## src/rtl/log_8_32.sv

```systemverilog
// Byte-to-word packer: gathers four valid bytes (first byte in [31:24]) and
// emits one 32-bit word with a single-cycle valid_out strobe.
module log_8_32 #(
  parameter bit GAP_FLUSH = 1'b0
) (
  input  logic        clk_4f,
  input  logic        reset,
  input  logic [7:0]  data_in,
  input  logic        valid,
  output logic [31:0] data_out,
  output logic        valid_out,
  output logic        err,
  output logic [1:0]  dbg_idx
);

  logic [1:0]  idx;
  logic [23:0] acc;

  assign dbg_idx = idx;

  always_ff @(posedge clk_4f or negedge reset) begin
    if (!reset) begin
      idx       <= 2'd0;
      acc       <= 24'h0;
      data_out  <= 32'h0;
      valid_out <= 1'b0;
      err       <= 1'b0;
    end else begin
      valid_out <= 1'b0;
      err       <= 1'b0;
      if (valid) begin
        if (idx == 2'd3) begin
          data_out  <= {acc, data_in};
          valid_out <= 1'b1;
          idx       <= 2'd0;
        end else begin
          case (idx)
            2'd0:    acc[23:16] <= data_in;
            2'd1:    acc[15:8]  <= data_in;
            default: acc[7:0]   <= data_in;
          endcase
          idx <= idx + 2'd1;
        end
      end else if (GAP_FLUSH && (idx != 2'd0)) begin
        // A gap mid-word abandons the partial word; the next byte starts fresh.
        idx <= 2'd0;
        acc <= 24'h0;
        err <= 1'b1;
      end
    end
  end

endmodule

```

## config.mk

```make
export PLATFORM = sky130hd
export DESIGN_NAME = log_8_32
export DESIGN_NICKNAME = d
export VERILOG_FILES = /design/src/rtl/log_8_32.sv
export SDC_FILE = /design/constraint.sdc
export NUM_CORES = 1
export LEC_CHECK = 0
export ABC_AREA = 1
export BUFFER_PORTS_ARGS = -buffer_cell sky130_fd_sc_hd__buf_2
export CAP_MARGIN = 20
export CORE_ASPECT_RATIO = 0.7
export CORE_MARGIN = 2
export CORE_UTILIZATION = 42
export DETAILED_ROUTE_END_ITERATION = 6
export HOLD_SLACK_MARGIN = 0.12
export PLACE_DENSITY = 0.66
export SKIP_CTS_REPAIR_TIMING = 1
export SYNTH_ARGS = -nofsm -noshare
export SYNTH_HDL_FRONTEND = slang
export SYNTH_SLANG_ARGS = --single-unit
```

## constraint.sdc

```tcl
create_clock -name clk_4f -period 2.2 [get_ports clk_4f]
set_input_delay 0.44 -clock clk_4f [delete_from_list [all_inputs] [get_ports clk_4f]]
set_output_delay 0.44 -clock clk_4f [all_outputs]
set_load 0.02 [all_outputs]
```

Word level (Yosys, flattened, before mapping):

Cells that the tools add are included.

* mux-type cells: 3
* add/subtract/negate cells: 1
* eq/ne operators: 2
* reduce and logical (&&, ||, !) cells: 6
* bitwise operators: 2

Operator list (number)
* 3-bit AND reduction: 3
* 2-bit by 1-bit adder with 2-bit output, second input constant: 1
* 2-bit by 1-bit equality test with 1-bit output, second input constant: 1
* 2-bit equality test, second input constant: 1
* 2-bit logical NOT: 1
* 1-bit two-way mux: 2
* 2-bit two-way mux: 1
* 1-bit inverter: 2
* 2-bit AND reduction: 1
* 2-bit OR reduction: 1

* output and inout port bits: 36
* bits in registers: 59
* bits of input ports: 11
* logic and storage cells: 20

Logic depth before layout (Yosys ltp):

Gate-level depths: netlist of run 1.

* word-level depth: 4
* mapped depth: 6
* depth with buffers taken out: 5

Worst setup path after synthesis of run 1:

OpenSTA, ideal clock, no wires.

* path kind: flip-flop to flip-flop
* start: register idx[0], in the netlist dbg_idx[0]
* end: register acc[0]
* library setup time: 0.131 ns
* required time: 2.069 ns
* data arrival time: 1.264 ns
* path buffers: 1
* period minus slack after synthesis: 1.395 ns
* path slack: 0.805 ns
* cell stages (with the launch flop): 6
* path through: dfrtp_1 inv_1 ha_1 nand2_1 clkbuf_1 o21ai_0

* cells in the longest elaborated chain, start to end: 4
* elaborated cells between the ends (all ways): 7
* those cells by class: eq/ne: 2; bitwise: 2; reduce/logical: 3

Ends and longest elaborated chain
* start: declaration: line 16 `logic [1:0] idx;`
* start signal: assignment: line 42 `idx <= idx + 2'd1;`
* 2-bit by 1-bit equality test with 1-bit output or 2-bit logical NOT (tied branches): line 37 `case (idx)`
* 2-bit OR reduction (no source line)
* 1-bit inverter (no source line)
* 3-bit AND reduction (no source line) *
* end signal: assignment: line 40 `default: acc[7:0] <= data_in;`
* end: declaration: line 17 `logic [23:0] acc;`

Mark *: on every way between the ends. The rest lies on a longest branch, timed or not.
A chain may end at the register's enable or synchronous reset.

Final worst setup path of run 1:

* start: register idx[0], in the netlist dbg_idx[0]
* end: register acc[18]

* cells in the longest elaborated chain, start to end: 3
* elaborated cells between the ends (all ways): 4
* those cells by class: eq/ne: 1; bitwise: 1; reduce/logical: 2

Ends and longest elaborated chain
* 2-bit equality test: line 32 `if (idx == 2'd3) begin`
* 1-bit inverter (no source line)
* 3-bit AND reduction (no source line) *
* end signal: assignment: line 38 `2'd0: acc[23:16] <= data_in;`

Marks and branches as above.

==> results by stage, run 1 <==
Drt:
- The remaining antenna violation count after routing is 0.
- In the routed design, unresolved DRC markers number 0.
- In this run, the number of DRC markers left after iteration 0 of detailed routing was between 100 and 150.
- The final routed wirelength across all metal layers is a little under 5000 µm.
- After detailed routing, the average wire length per cell comes to around 13 µm.
- The routed layout has between 1500 and 2000 vias.
- The average via count per standard cell is 4.65.
- The detailed-router iteration count before antenna repair is 4.

Cells and area:
- The number of nets in the layout is ~310.
- The count of filler cells inserted in the layout is 515.
- The top cell types in the final layout, fill and taps aside, are 123 x sky130_fd_sc_hd__nand2_1, 59 x sky130_fd_sc_hd__dfrtp_1, 45 x sky130_fd_sc_hd__buf_2, 16 x sky130_fd_sc_hd__nand4_1.
- The most common library cell in the layout ignoring fill and taps is sky130_fd_sc_hd__nand2_1.
- The post-route netlist has a little over a fifth of its cells at a drive strength greater than 1.
- The relative area change from synthesis to final layout is 23.1%.
- Cells fill 53.8% of the core in the end.
- The number of antenna diodes is 0.

Timing:
- The worst max-slew margin expressed relative to the limit is between 60% and 70%.
- The transition time at the pin with the least slew margin is 0.501 ns.
- The final number of hold-violating endpoints is 0.
- Across the routed clock network, the largest skew measured is about 0.0084 ns.
- Setup violations remaining at the end of the flow were counted as 0.
- The number of max-slew violations in the final report is 0.
- The smallest clock period supported by the final layout is computed as about 1.5 ns.
- Final hold analysis gives a worst-case slack of roughly 0.38 ns.
- The final cycle utilization of the critical path is around 69%.
- Setup repair after global routing left no endpoint under its margin.
- In the post-route analysis, the smallest setup slack over all paths is a little under 0.7 ns.
- Static timing analysis puts the maximum clock frequency at ~660 MHz.
- The final-layout setup total negative slack is 0 ns.

Power:
- IR analysis of the VDD net gives a maximum drop of ~0.75 mV.
- Summed over all cells, the static leakage comes to 1.60 nW.
- The power density relative to cell area is approximately 1500 mW/mm².

Clocking:
- The clock passes through at most 2 buffers.
- TritonCTS built the clock tree.
- The root buffer cell is sky130_fd_sc_hd__clkbuf_8.
- The clock insertion delay at the later pin of the skew report is around 0.34 ns.
- After clock tree synthesis, the clock-pin slew on the worst setup and hold paths is 0.07 ns.
- The H-tree generated during clock tree synthesis spans 3 levels.
- The number of buffers created by CTS is 9.
- The tree built by TritonCTS fans out to 59 sinks.

Place:
- The weighted congestion at the end of routability-driven global placement is between 0.7 and 0.8.
- Timing analysis after detailed placement gives a worst setup slack of about 0.62 ns.
- The sum of net half-perimeters after detailed placement is about 3200 µm.
- The count of buffers added on input and output ports is between 40 and 50.

Yosys:
- The proportion of synthesized chip area in sequential cells is ~64%.
- In this run the biggest area consumer among cell types represents 63.9% of the synthesized area.
- Synthesis produced a netlist with a net count of ~260.
- By area the synthesized netlist is led by sky130_fd_sc_hd__dfrtp_1 64%, sky130_fd_sc_hd__nand2_1 20%, sky130_fd_sc_hd__nand4_1 4.3%.
- The number of standard cells after synthesis is approximately 250.
- The Yosys step of the flow raised 0 warnings.
- The synthesized design contains 59 register bits.
- Of all cell types, the one taking the most synthesized area is sky130_fd_sc_hd__dfrtp_1.
- A synthesized cell averages 9.28 µm².
- The number of different library cells used by synthesis comes to 13.
- After synthesis the cells add up to 0.00231 mm².

Floorplan:
- The placeable core area is about 0.0053 mm².
- In this run the count of I/O pins placed on the die edge is 47.
- Once the floorplan was initialized, standard cells occupied between 40% and 50% of the core.
- The total die area is approximately 0.0061 mm².
- The chip height is between 60 and 70 µm.
- From left edge to right edge, the die measures 92.6 µm.
- In this run the core area contains 22 standard-cell rows.

Critical path:
- The worst setup path is captured at a register.
- The worst setup path is launched from a register.
- Of all nets on the critical path, the largest fanout is 9.
- At the worst endpoint, the required time is 2.43 ns.
- The setup path with the least slack is of type register to register.
- For the worst setup path, the data arrival time is 1.75 ns.

Global route:
- The overall fraction of global-route tracks in use is a little under a fifth.
- The via count of the first global-routing pass is roughly 1600.
- Entering global routing, the biggest net connects between 40 and 50 pins.
- The first global-routing pass estimated slightly above 8000 µm of wire.
- The aggregate global routing overflow is 0.
- The number of antenna violations at the first check in global routing is 0.

Hold path:
- In this run the worst hold path is classified as primary input to register.

Run:
- Max-cap violations in this run came to 0.

Outcome:
- The flow ran to the end, and the final reports show no timing, DRC or antenna violations.
metrics by stage:
step                power, W  std cells  cell area, µm²
floorplan            0.00275        249            2310
global placement     0.00319        356            2590
detailed placement   0.00323        356            2590
CTS                  0.00445        372            2830
global route         0.00474        373            2840
finish               0.00440        373            2840
synthesized netlist by cell type:
cell and n:
sky130_fd_sc_hd__inv_2 2, sky130_fd_sc_hd__o21ai_1 8, sky130_fd_sc_hd__ha_1 4, sky130_fd_sc_hd__conb_1 1
sky130_fd_sc_hd__buf_2 9, sky130_fd_sc_hd__nand3_1 3, sky130_fd_sc_hd__buf_4 2, sky130_fd_sc_hd__nand2_1 123
sky130_fd_sc_hd__dfrtp_1 59, sky130_fd_sc_hd__o21ai_0 10, sky130_fd_sc_hd__clkbuf_1 2, sky130_fd_sc_hd__inv_1 10
sky130_fd_sc_hd__nand4_1 16
logic make-up after synthesis:
group,count (synthesis),synth area share [%]
flops,59,63.9
compound gates,18,3.90
buf+inv,25,4.88
other cells,1,0.162
simple gates,142,25.0
fa+ha+maj,4,2.17
registers in the layout, summed over array words and instances, names as in the netlist:
name,count
valid_out,1
dbg_idx,2
data_out,32
acc,24
routing by layer:
layer	GRT usage (%)	vias to the layer above	share of wire, %
met2	24.9	43	41
li1	-	877	-
met5	0	-	0
met4	5.51	0	1.1
met3	8.44	8	6.3
met1	26.4	806	51
path summary, 6_finish.rpt:
kind	start	endpoint	slack, ns	cells past startpoint
worst max-delay path	dbg_idx[0]	acc[18]	0.68	5
worst min-delay path	data_in[6]	acc[22]	0.38	3
worst max register to register	dbg_idx[0]	acc[18]	0.68	5
worst min register to register	acc[3]	data_out[11]	0.47	2
max in group asynchronous	reset	data_out[2]	1.02	3
min in group asynchronous	reset	data_out[21]	0.59	2
cell type report:
class                           count  area (µm²)  share of cell area, %
Sequential cell                    59        1480                   51.9
Multi-Input combinational cell    165         721                   25.3
Timing Repair Buffer               49         270                   9.50
Clock buffer                       11         141                   4.97
Clock inverter                      5         100                   3.52
Tap cell                           72        90.1                   3.17
Inverter                           12        45.0                   1.58
worst max-delay path, stage by stage (launching register included):
cell and delay [ns]:
sky130_fd_sc_hd__dfrtp_1 0.42, sky130_fd_sc_hd__inv_1 0.14, sky130_fd_sc_hd__ha_1 0.35, sky130_fd_sc_hd__nand3_1 0.32, sky130_fd_sc_hd__nand2_1 0.13, sky130_fd_sc_hd__nand2_1 0.06
power by group:
part	internal, W	switching, W	leakage (nW)
sequential	0.00156	0.000256	0.748
combinational	0.000460	0.000924	0.729
clock	0.000780	0.000424	0.123
Note: power is estimated with default switching activity, not from simulation.
==> run 2, diff against run 1 <==
Settings changed: PLACE_DENSITY 0.66 to 0.68.
Clock period 2.2 ns to 1.3 ns, I/O delays scaled along.
==> results by stage, run 2 (synthesized netlist as in run 1, its figures left out) <==
Critical path:
- The kind of cell with the highest combined delay along the critical path is flip-flops.
- The longest individual stage delay on the worst path is 0.42 ns (about the same).
- The total stage count of the critical path is 5 (unchanged).
- The kind of end point of the critical path is a register.
- The minimum setup slack among reg-to-reg paths is 0.07 ns (-0.61 ns).
- The path depth of the worst reg2reg path is 5 (unchanged).
- The critical-path cell with the highest stage delay is sky130_fd_sc_hd__dfrtp_2.
- The required time at the worst-slack endpoint is 1.57 ns (-0.86 ns).
- The arrival time at the worst endpoint is 1.51 ns (-0.24 ns).
- The number of buffer and inverter stages on the critical path is 2 (+1).
- The critical path is of the register to register type.
- Walking the worst path, the cells encountered are ha_1 > inv_2 > buf_4 > nand4_1 > nand2_1.
- The start point of the critical path is dbg_idx[0].
- The startpoint of the worst register-to-register path is dbg_idx[0].
- The largest fanout on the critical path was 8 (-1).
- The worst flop-to-flop path endpoint is acc[8].
- STA classifies the critical path startpoint as a register.

Floorplan:
- The row count was 22 (unchanged).
- The chip height came to 66.0 µm (unchanged).
- The horizontal extent of the die is 92.6 µm (unchanged).
- The placeable core area is 0.00529 mm² (unchanged).
- The total die area came to 0.00612 mm² (unchanged).
- The number of I/O pins came to 47 (unchanged).
- The effective utilization at floorplan is 43.7% (unchanged).

Timing:
- The final worst clock skew is 0.00469 ns (-0.00374 ns).
- The final cycle utilization of the critical path was 94.9% (+26 points).
- The highest clock frequency the design can meet is 811 MHz (+24%).
- The number of max-slew violations in the final report is 0 (unchanged).
- The final setup violation count is 0 (unchanged).
- Setup repair after global routing could not meet its margin everywhere.
- The time the final worst path needs with I/O delays and setup is 1.23 ns (-0.292 ns).
- The final number of hold-violating endpoints came to 0 (unchanged).
- The final worst slack is 0.0667 ns (-0.608 ns).

Clocking:
- The clock insertion delay at the later pin of the skew report is 0.34 ns (about the same).
- The clock-pin slew of the registers on the worst-case setup and hold paths is 0.06 ns (about the same).
- The CTS tree is yes.
- The buffer levels on the longest clock path is 2 (unchanged).
- The root buffer cell is sky130_fd_sc_hd__clkbuf_8.
- The number of levels the H-tree was split into is 3 (unchanged).
- The number of buffers created by CTS is 9 (unchanged).
- The clock sink count was 59 (unchanged).

Cells and area:
- The number of flip-flops in the largest register is 32 (unchanged).
- The top cell types in the final layout, fill and taps aside, are 122 x sky130_fd_sc_hd__nand2_1, 58 x sky130_fd_sc_hd__dfrtp_1, 45 x sky130_fd_sc_hd__buf_2, 16 x sky130_fd_sc_hd__nand4_1.
- The relative area change from synthesis to final layout is 24.6%.
- The number of nets in the layout is 320 (+2.9%).
- The most common library cell in the layout ignoring fill and taps is sky130_fd_sc_hd__nand2_1.
- The post-route non-filler standard cell count is 381 (+2.1%).
- The register cell area after layout is 0.00148 mm² (about the same).
- The number of antenna diodes is 0 (unchanged).
- The register with the most flip-flops is data_out.
- The fraction of layout instances using a drive strength above 1 was 24.6% (+3.0 points).
- The count of filler cells inserted in the layout is 522 (+1.4%).
- The utilization after layout is 54.5% (+0.64 points).
- The total area of multi-input combinational cells is 748 µm² (+3.8%).

Hold path:
- The number of cells traversed by the worst hold path is 3 (unchanged).
- The path type of the worst min-delay path is primary input to register.
- For hold timing, the worst endpoint is acc[16].
- The hold path startpoint is data_in[0].

Global route:
- The number of antenna violations at the first check in global routing was 0 (unchanged).
- The overall fraction of global-route tracks in use is 18.6% (+0.18 points).
- The via count of the first global-routing pass came to 1694 (+5.7%).
- The aggregate global routing overflow is 0 (unchanged).
- The first-pass GRT wire length is 8280 µm (+0.25%).
- The pin count of the biggest net entering global routing is 60 (+46%).

Drt:
- The average wire per cell in the routed design is 12.7 µm (-1.5%).
- The remaining antenna violation count after routing is 0 (unchanged).
- The detailed-router iteration count before antenna repair came to 4 (unchanged).
- The via total after detailed routing is 1824 (+5.2%).
- The DRC violation total after the first TritonRoute iteration is 133 (+20%).
- The final routed wirelength across all metal layers came to 4850 µm (+0.66%).
- The residual DRC count is 0 (unchanged).
- The average via count per standard cell is 4.79 (+3.0%).

Power:
- The power density relative to cell area is 2430 mW/mm² (+57%).
- The overall power consumption is 0.00700 W (+59%).
- The maximum ir drop on the vdd rail was 1.17 mV (+56%).
- The leakage power came to 1.61 nW (+0.86%).

Place:
- The pre-CTS setup slack was 0.00117 ns (-0.620 ns).
- The weighted congestion at the end of routability-driven global placement came to 0.833 (+11%).
- The sum of net half-perimeters after detailed placement is 3310 µm (+4.2%).
- The total instance count after detailed placement came to 365 (+2.5%).
- The port buffer count was 45 (unchanged).

Run:
- The count of maximum capacitance violations is 0 (unchanged).

Outcome:
- The flow ran to the end, and the final reports show no timing, DRC or antenna violations.
run 2: final cells by class:
cell class | instances | area share, %
Sequential cell | 59 | 51.3
Timing Repair Buffer | 58 | 12.3
Clock inverter | 3 | 0.522
Multi-Input combinational cell | 165 | 26.0
Inverter | 12 | 1.65
Clock buffer | 12 | 5.04
Tap cell | 72 | 3.13
run 2: report_power, final:
part,internal (W),switching [W]
clock network,0.000723,0.000660
registers,0.00264,0.000427
logic,0.000918,0.00163
total,0.00428,0.00272
run 2: through the flow:
stage / setup TNS [ns] / hold WS (ns) / area [µm²]
after floorplan: 0 / -0.0356 / 2320
after global routing: -0.0240 / 0.195 / 2880
final: 0 / 0.213 / 2880
after CTS: -0.0607 / -0.0853 / 2840
after detailed placement: 0 / 0.287 / 2680
after global placement: 0 / 0.288 / 2680
run 2: how the worst max path moves through the flow:
stage	end	slack (ns)
2_1_floorplan	data_out[20]	0.02
3_3_place_gp	data_out[30]	0.06
3_5_place_dp	data_out[30]	0.001
4_1_cts	data_out[31]	-0.02
5_1_grt	acc[9]	-0.02
6_report	acc[8]	0.07
run 2: worst min-delay path: stages:
cell and delay (ns):
sky130_fd_sc_hd__buf_2 0.12, sky130_fd_sc_hd__nand4_1 0.08, sky130_fd_sc_hd__nand2_1 0.05
run 2: routing by layer:
metal | track usage, % | routed length [µm] | vias to the layer above | share of wire, %
li1 | - | - | 894 | -
met1 | 26.0 | 2450 | 872 | 51
met2 | 25.2 | 2040 | 52 | 42
met3 | 8.89 | 321 | 6 | 6.6
met4 | 6.62 | 34 | 0 | 0.70
met5 | 0 | 0 | - | 0
